**config.mk**
```make
export PLATFORM = sky130hd
export DESIGN_NAME = soc_uart_rx
export DESIGN_NICKNAME = d
export VERILOG_FILES = /design/src/rtl/soc_uart_rx.sv
export SDC_FILE = /design/constraint.sdc
export NUM_CORES = 1
export LEC_CHECK = 0
export BUFFER_PORTS_ARGS = -buffer_cell sky130_fd_sc_hd__clkbuf_2
export CELL_PAD_IN_SITES_DETAIL_PLACEMENT = 2
export CELL_PAD_IN_SITES_GLOBAL_PLACEMENT = 2
export CORE_UTILIZATION = 40
export DETAILED_ROUTE_END_ITERATION = 12
export PLACE_DENSITY = 0.69
export SLEW_MARGIN = 20
export SYNTH_ARGS = -nofsm -noshare
export SYNTH_HDL_FRONTEND = slang
export SYNTH_SLANG_ARGS = --single-unit
```
**constraint.sdc**
```tcl
create_clock -name clk_i -period 5.5 [get_ports clk_i]
set_clock_uncertainty 0.05 [all_clocks]
set_input_delay 0 -clock clk_i [delete_from_list [all_inputs] [get_ports clk_i]]
set_output_delay 0 -clock clk_i [all_outputs]
set_load 0.02 [all_outputs]
```
**src/rtl/soc_uart_rx.sv**
```systemverilog
`default_nettype none
// soc_uart_rx: 8N1 serial receiver (LSB first, idle high) feeding a
// first-word-fall-through byte FIFO with a valid/ready read port.
module soc_uart_rx #(
  parameter int CLK_FREQ   = 25_000_000,
  parameter int BAUDRATE   = 115200,
  parameter int FIFO_DEPTH = 8
) (
  input  logic                            clk_i,
  input  logic                            rst_i,
  input  logic                            rx_i,
  output logic [7:0]                      rdata_o,
  output logic                            rvalid_o,
  input  logic                            rready_i,
  output logic [$clog2(FIFO_DEPTH+1)-1:0] fill_o,
  output logic                            frame_err_o,
  output logic                            overrun_o
);

  localparam int CLKS_PER_BIT = CLK_FREQ / BAUDRATE;
  localparam int HALF_BIT     = CLKS_PER_BIT / 2;
  localparam int CNT_W        = (CLKS_PER_BIT > 2) ? $clog2(CLKS_PER_BIT) : 1;
  localparam int PTR_W        = $clog2(FIFO_DEPTH);
  localparam int FILL_W       = $clog2(FIFO_DEPTH + 1);

  localparam logic [CNT_W-1:0]  BIT_LOAD  = CNT_W'(CLKS_PER_BIT - 1);
  localparam logic [CNT_W-1:0]  HALF_LOAD = CNT_W'(HALF_BIT - 1);
  localparam logic [FILL_W-1:0] DEPTH_VAL = FILL_W'(FIFO_DEPTH);

  typedef enum logic [1:0] {
    IDLE  = 2'd0,
    START = 2'd1,
    DATA  = 2'd2,
    STOP  = 2'd3
  } state_t;

  // Synchronizer and edge detector
  logic       rx_meta;
  logic       rx_s;
  logic       rx_prev;
  logic [1:0] sync_vld;
  logic       armed;
  logic       fall;

  always_ff @(posedge clk_i or posedge rst_i) begin
    if (rst_i) begin
      rx_meta  <= 1'b1;
      rx_s     <= 1'b1;
      rx_prev  <= 1'b1;
      sync_vld <= 2'b00;
      armed    <= 1'b0;
    end else begin
      rx_meta  <= rx_i;
      rx_s     <= rx_meta;
      rx_prev  <= rx_s;
      sync_vld <= {sync_vld[0], 1'b1};
      // A line that was already low at reset release must be seen high
      // through the synchronizer before a falling edge may start a frame.
      if (sync_vld[1] && rx_s) begin
        armed <= 1'b1;
      end
    end
  end

  assign fall = armed & rx_prev & ~rx_s;

  // Receive FSM
  state_t           state;
  state_t           state_nxt;
  logic [CNT_W-1:0] cnt;
  logic [CNT_W-1:0] cnt_nxt;
  logic [2:0]       bit_idx;
  logic [2:0]       bit_idx_nxt;
  logic [7:0]       shift;
  logic [7:0]       shift_nxt;
  logic             tick;
  logic             stop_sample;

  assign tick = (cnt == '0);

  always_ff @(posedge clk_i or posedge rst_i) begin
    if (rst_i) begin
      state   <= IDLE;
      cnt     <= '0;
      bit_idx <= 3'd0;
      shift   <= 8'h00;
    end else begin
      state   <= state_nxt;
      cnt     <= cnt_nxt;
      bit_idx <= bit_idx_nxt;
      shift   <= shift_nxt;
    end
  end

  always_comb begin
    state_nxt   = state;
    cnt_nxt     = cnt;
    bit_idx_nxt = bit_idx;
    shift_nxt   = shift;
    stop_sample = 1'b0;
    case (state)
      IDLE: begin
        if (fall) begin
          state_nxt = START;
          cnt_nxt   = HALF_LOAD;
        end
      end
      START: begin
        if (tick) begin
          if (rx_s) begin
            state_nxt = IDLE;
          end else begin
            state_nxt   = DATA;
            cnt_nxt     = BIT_LOAD;
            bit_idx_nxt = 3'd0;
          end
        end else begin
          cnt_nxt = cnt - CNT_W'(1);
        end
      end
      DATA: begin
        if (tick) begin
          shift_nxt = {rx_s, shift[7:1]};
          cnt_nxt   = BIT_LOAD;
          if (bit_idx == 3'd7) begin
            state_nxt = STOP;
          end else begin
            bit_idx_nxt = bit_idx + 3'd1;
          end
        end else begin
          cnt_nxt = cnt - CNT_W'(1);
        end
      end
      STOP: begin
        if (tick) begin
          stop_sample = 1'b1;
          state_nxt   = IDLE;
        end else begin
          cnt_nxt = cnt - CNT_W'(1);
        end
      end
      default: begin
        state_nxt = IDLE;
      end
    endcase
  end

  // Receive FIFO
  logic [7:0]        mem [FIFO_DEPTH];
  logic [PTR_W-1:0]  wptr;
  logic [PTR_W-1:0]  rptr;
  logic [PTR_W-1:0]  rptr_next;
  logic [FILL_W-1:0] count;
  logic [7:0]        head;
  logic              pop;
  logic              push;
  logic              can_accept;
  logic              frame_err_q;
  logic              overrun_q;

  assign pop        = rvalid_o & rready_i;
  assign can_accept = (count < DEPTH_VAL) | pop;
  assign push       = stop_sample & rx_s & can_accept;
  assign rptr_next  = rptr + PTR_W'(1);

  always_ff @(posedge clk_i) begin
    if (push) begin
      mem[wptr] <= shift;
    end
  end

  always_ff @(posedge clk_i or posedge rst_i) begin
    if (rst_i) begin
      wptr        <= '0;
      rptr        <= '0;
      count       <= '0;
      head        <= 8'h00;
      frame_err_q <= 1'b0;
      overrun_q   <= 1'b0;
    end else begin
      if (push) begin
        wptr <= wptr + PTR_W'(1);
      end
      if (pop) begin
        rptr <= rptr_next;
      end
      case ({push, pop})
        2'b10:   count <= count + FILL_W'(1);
        2'b01:   count <= count - FILL_W'(1);
        default: count <= count;
      endcase
      // The head register holds the oldest entry so a write into the slot
      // being popped (full FIFO, push and pop together) cannot disturb it.
      if (pop) begin
        if (count > FILL_W'(1)) begin
          head <= mem[rptr_next];
        end else if (push) begin
          head <= shift;
        end
      end else if (push && (count == '0)) begin
        head <= shift;
      end
      frame_err_q <= stop_sample & ~rx_s;
      overrun_q   <= stop_sample & rx_s & ~can_accept;
    end
  end

  assign rdata_o     = head;
  assign rvalid_o    = (count != '0);
  assign fill_o      = count;
  assign frame_err_o = frame_err_q;
  assign overrun_o   = overrun_q;

endmodule
`default_nettype wire

```
; Word-level counts from Yosys, hierarchy flattened
; Memories as Yosys holds them, arrays and structs flattened.
; Index checks and enable logic that the tools add are counted.
[totals]
reg_bits = 47
latchBits = 0
ram_bits = 64
romBits = 0
input_bits = 4
output_inout_bits = 15
wordCells = 91
mem_count = 1
[classes]
add_sub_neg = 6
mul = 0
div = 0
order_cmp = 2
n_eq_ne = 16
shifts = 0
mux = 27
bitwise = 10
n_reduce_logical = 14
[mem_list]
columns = memory, depth, width, rd, rd_clocked_by_memory_dff, wr, line
row1 = mem, 8, 8, 1, 0, 1, 149  ; logic [7:0] mem [FIFO_DEPTH];
[op_table]
columns = operator, count
row1 = $mux 8, 9
row2 = $pmux 8 s4, 1
row3 = $ne 2x2->1 const B, 8
row4 = $mux 2, 6
row5 = $mux 3, 4
row6 = $reduce_and 5->1, 2
row7 = $add 3x1->3 const B, 3
row8 = $logic_not 8->1, 1
row9 = $pmux 2 s4, 1
row10 = $pmux 4 s2, 1
row11 = $sub 8x1->8 const B, 1
row12 = $and 1x1->1, 7
row13 = $eq 2x2->1 const B, 3
row14 = $pmux 3 s2, 1
row15 = $reduce_bool 2->1, 3
row16 = $add 4x1->4 const B, 1
row17 = $eq 2x1->1 const B, 2
row18 = $gt 4x1->1 const B, 1
row19 = $logic_not 4->1, 1
row20 = $lt 4x4->1 const B, 1
row21 = $mux 1, 4
row22 = $reduce_and 2->1, 2
row23 = $reduce_bool 4->1, 1
row24 = $sub 4x1->4 const B, 1
row25 = other kinds (8), 10

; Depth between registers and ports, before layout
[depth]
ltp_word = 8
ltp_mapped = 11
mapped_depth_nobuf = 9

; Worst setup path before layout
; OpenSTA, ideal clock, no wires.
[synth_timing]
kind = reg-to-reg
startpoint = register count[0], in the netlist fill_o[0]
endpoint = register head[1], in the netlist rdata_o[1]
setup_time_ps = 123
t_arrival_ps = 2434
required_ps = 5327
setup_slack_ps = 2893
stages_incl_launch_ff = 11
n_path_buf = 2
period_less_slack_ps = 2607
cell_sequence = dfrtp_1 -> inv_1 -> ha_1 -> nand2_1 -> and2_1 -> clkbuf_1 -> ha_1 -> and3b_1 -> or3_4 -> buf_6 -> o221a_1
[synth_via]
elab_chain_cells = 7
word_cells_on_any_way = 13
classes_between = 2 x order compare / 1 x eq/ne / 2 x mux / 3 x bitwise / 5 x reduce/logical
[synth_rtl]
columns = item, line
row1 = start: declaration, 153  ; logic [FILL_W-1:0] count;
row2 = start signal: assignment, 188  ; 2'b10: count <= count + FILL_W'(1);
row3 = start signal: assignment, 189  ; 2'b01: count <= count - FILL_W'(1);
row4 = start signal: assignment, 190  ; default: count <= count;
row5 = $reduce_bool 4->1 *, 209  ; assign rvalid_o = (count != '0);
row6 = net rvalid_o, 13  ; output logic rvalid_o,
row7 = $and 1x1->1 *, 161  ; assign pop = rvalid_o & rready_i;
row8 = net pop, 155  ; logic pop;
row9 = $or 1x1->1, 162  ; assign can_accept = (count < DEPTH_VAL) | pop;
row10 = $and 1x1->1, 163  ; assign push = stop_sample & rx_s & can_accept;
row11 = $logic_and 1x1->1, 200  ; end else if (push && (count == '0)) begin
row12 = $reduce_bool 2->1 (no source line), --
row13 = $reduce_and 2->1 (no source line), --
row14 = end signal: assignment, 196  ; head <= mem[rptr_next];
row15 = end signal: assignment, 198  ; head <= shift;
row16 = end signal: assignment, 201  ; head <= shift;
row17 = end: declaration, 154  ; logic [7:0] head;
; Mark *: on every way through the listed nets, which the timed path passes. The rest lies on a longest branch.
; A chain may end at the register's enable or synchronous reset.

; Worst setup path after layout
[layout_timing]
startpoint = register cnt[0]
endpoint = register head[7], in the netlist rdata_o[7]
[layout_via]
elab_chain_cells = 8
word_cells_on_any_way = 9
classes_between = 1 x eq/ne / 2 x mux / 2 x bitwise / 4 x reduce/logical
[layout_rtl]
columns = item, line
row1 = start: declaration, 70  ; logic [CNT_W-1:0] cnt;
row2 = start signal: assignment, 89  ; cnt <= cnt_nxt;
row3 = $logic_not 8->1 *, 79  ; assign tick = (cnt == '0);
row4 = $mux 1 *, 135  ; if (tick) begin
row5 = $mux 1 *, 101  ; case (state)
row6 = $and 1x1->1 * (2 in a row), 163
row7 = $logic_and 1x1->1, 200
row8 = $reduce_bool 2->1 (no source line), --
row9 = $reduce_and 2->1 (no source line) *, --
; Mark *: on every way between the ends. The rest lies on a longest branch, timed or not.

==> impl_metrics.toml <==
[yosys]
ys_seq_area_share_pct = 65.1
synth_top_area_share_pct = 40.3
synth_compound_area_share_pct = 7.80
postSynth.asyncResetShare_pct = 42.3
ys_warn_count = 0
synth_xor_area_share_pct = 1.47
synthAdderAreaFrac_pct = 3.94
synth_top_area_cell = "edfxtp_1"
syn_area_per_cell_um2 = 15.1
syn_inst = 315
ys.flop_type = "edfxtp_1"
ys_seq_elements = 111
syn_area_um2 = 4770
synth_cell_types = 44
synthMuxAreaShare_pct = 10.6
synth_edf_count = 64
synthSimpleGateAreaFrac_pct = 8.85
netlist_top_cells_area = "edfxtp_1 (40%), dfrtp_1 (23%), mux4_2 (7.6%)"
synth_top_family_by_area = "multiplexers"
synth_nets = 334

[timing]
rsz0062_at_grt = "false"
slew_headroom_pct = 41.2
maxSlewViolCount = 0
worst_pin_slew_ns = 0.878
timing.fmax_mhz = 337
fin_crit_sh_pct = 53.9
tns_ns = 0
setup-violations-final = 0
hold_viol = 0
period_needed_ns = 2.97

[critical_path]
regToRegSetupSlack_ns = 2.53
cp-endpoint = "rdata_o[7]$_DFFE_PP0P_"
end_kind = "register"
crit_required_ns = 5.74
r2r-end = "rdata_o[7]$_DFFE_PP0P_"
startpoint = "cnt[0]$_DFFE_PP0P_"
crit_arrival_ns = 3.21
critPathLaunchType = "register"
worstPathMaxFanout = 8
reg2reg_from = "cnt[0]$_DFFE_PP0P_"
worst_r2r_path_depth = 9
setup.worst_path.class = "reg2reg"

[die]
die-area_um2 = 12400
core_area_um2 = 11500
die_y_um = 111
start_util_pct = 41.4
rows = 39
ioPinCount = 19
die_x_um = 111

[cts]
h-tree-depth = 3
clk_pin_slew_ns = 0.07
cts_sinks = 111
holdBufCountCts = 2
cts_tree = "built"
cts-buffers-inserted = 9
cts_resized = 0
clockRootBuffer = "clkbuf_16"
cts_setup_buffers = 0
clock_path_buffers = 2
clock_latency_ns = 0.35

[power_and_ir_drop]
clkPwrFrac_pct = 24.8
switching_share_pct = 34.9
leakage_nw = 2.02
seq_power_share_pct = 40.3
p_int_w = 0.00173
combPwrFrac_pct = 34.9
power_density_nw_per_um2 = 499
irDropWorstVdd_v = 0.000188
p_sw_w = 0.000925

[place]
gp_congestion = 0.703
dpl_cell_area_um2 = 5000
port_buffers = 18
place_hpwl_um = 7210

[global_route]
grt_use_total_pct = 18.8
antenna_found_initial = 0
grt_pass1_wl_um = 17100
top_usage_layer = "met2"
grt_max_degree = 48
grtUsageMet1_pct = 23.3
grt_pass1_vias = 2960
use_met3_pct = 5.41
grt-ovfl-total = 0
grtUsageMet2_pct = 32.0

[final_layout]
synthToLayoutAreaGrowth_pct = 11.6
fin_nets = 357
fin_util_pct = 46.2
drive_above_1_share_pct = 21.0
final_common_cell = "edfxtp_1"
final_cell_area_um2 = 5320
n_antenna_cell = 0
final.fill_count = 1110
layout_common_cells = "edfxtp_1 (64), dfrtp_1 (44), nor2_1 (23), nand2_1 (23), clkbuf_2 (18)"

[drt]
vias = 2687
ant_nets = 0
wl_um = 10400
drc_errors = 4
vias_per_cell = 5.53
initialDrtViolationCount = 120
drt_pass1_iterations = 8
wl_per_cell_um = 21.4

[worst_hold_path]
min_path_type = "in2reg"

[flow_run]
cap_violations = 0

[status]
violations = "design-rule violations"
status = "finished with violations"
layout make-up:
class	instances	area (um2)	area share (%)
Clock buffer	9	225	4.23
Clock inverter	7	71.3	1.34
Inverter	12	46.3	0.870
Multi-Input combinational cell	181	1560	29.4
Sequential cell	111	3100	58.3
Tap cell	143	179	3.36
Timing Repair Buffer	23	133	2.49
worst max-delay path, stage by stage (launching register included):
cell and delay, ns:
dfrtp_1 0.39, inv_1 0.12, ha_1 0.24, nor4b_4 0.26, and4_1 0.41, inv_1 0.14, ha_1 0.23, and3b_1 0.21
nor2_1 0.55, o221a_1 0.29
layer usage:
| metal | routed length, um | up-vias |
|---|---|---|
| met3 | 244 | 11 |
| met5 | 0 | - |
| met2 | 5320 | 21 |
| li1 | - | 1231 |
| met4 | 121 | 0 |
| met1 | 4690 | 1424 |
logic make-up after synthesis:
group           after synthesis
compound gates               51
xor+xnor                      8
fa+ha+maj                    15
buf+inv                      23
flops                       111
mux                          28
other cells                   1
simple gates                 78
power groups by stage:
stage          combinational [W]  clock, W  sequential [W]
2_1_floorplan           0.000649         0         0.00112
3_3_place_gp            0.000908         0         0.00108
3_5_place_dp            0.000936         0         0.00109
4_1_cts                 0.000943  0.000682         0.00107
5_1_grt                  0.00102  0.000706         0.00109
6_report                0.000925  0.000659         0.00107
sequential cells by signal (all words and copies together), names as in the netlist, named ones only:
register	count
rx_s	1
wptr	3
sync_vld	2
overrun_o	1
rx_meta	1
rdata_o	8
rx_prev	1
armed	1
mem	64
fill_o	4
bit_idx	3
rptr	3
frame_err_o	1
state	1
shift	8
cnt	8
cell usage after synthesis, drive strengths merged (2+ instances only):
library cell and number:
nand2b 5, and2 4, o21ai 15, mux4 16, o22a 8, o31a 2, inv 12, nand2 23
xor2 3, nor3 8, a211oi 5, a21oi 7, dfrtp 44, ha 15, mux2 9, a21o 3
edfxtp 64, buf 8, mux2i 3, nor2 23, xnor2 5, nand3 4, clkbuf 3, o221a 8
dfstp 3
per-stage QoR:
stage | std cells | hold slack, ns | total power, W | worst slack [ns]
floorplan | 315 | -0.0455 | 0.00177 | 2.89
CTS | 486 | 0.0421 | 0.00269 | 2.31
detailed placement | 468 | 0.0404 | 0.00202 | 2.33
global placement | 468 | 0.0380 | 0.00199 | 2.61
finish | 486 | 0.0667 | 0.00265 | 2.53
global route | 486 | 0.0822 | 0.00282 | 2.35
worst min-delay path by stage:
stage / startpoint / slack (ns) / cells after the start / to
after detailed placement: rx_i / 0.04 / 1 / rx_meta$_DFF_PP1_
final: rready_i / 0.07 / 3 / overrun_o$_DFF_PP0_
after global routing: rready_i / 0.08 / 3 / overrun_o$_DFF_PP0_
after CTS: rready_i / 0.04 / 3 / overrun_o$_DFF_PP0_
after floorplan: rx_i / -0.05 / 0 / rx_meta$_DFF_PP1_
after global placement: rx_i / 0.04 / 1 / rx_meta$_DFF_PP1_
Note: power is estimated with default switching activity, not from simulation.
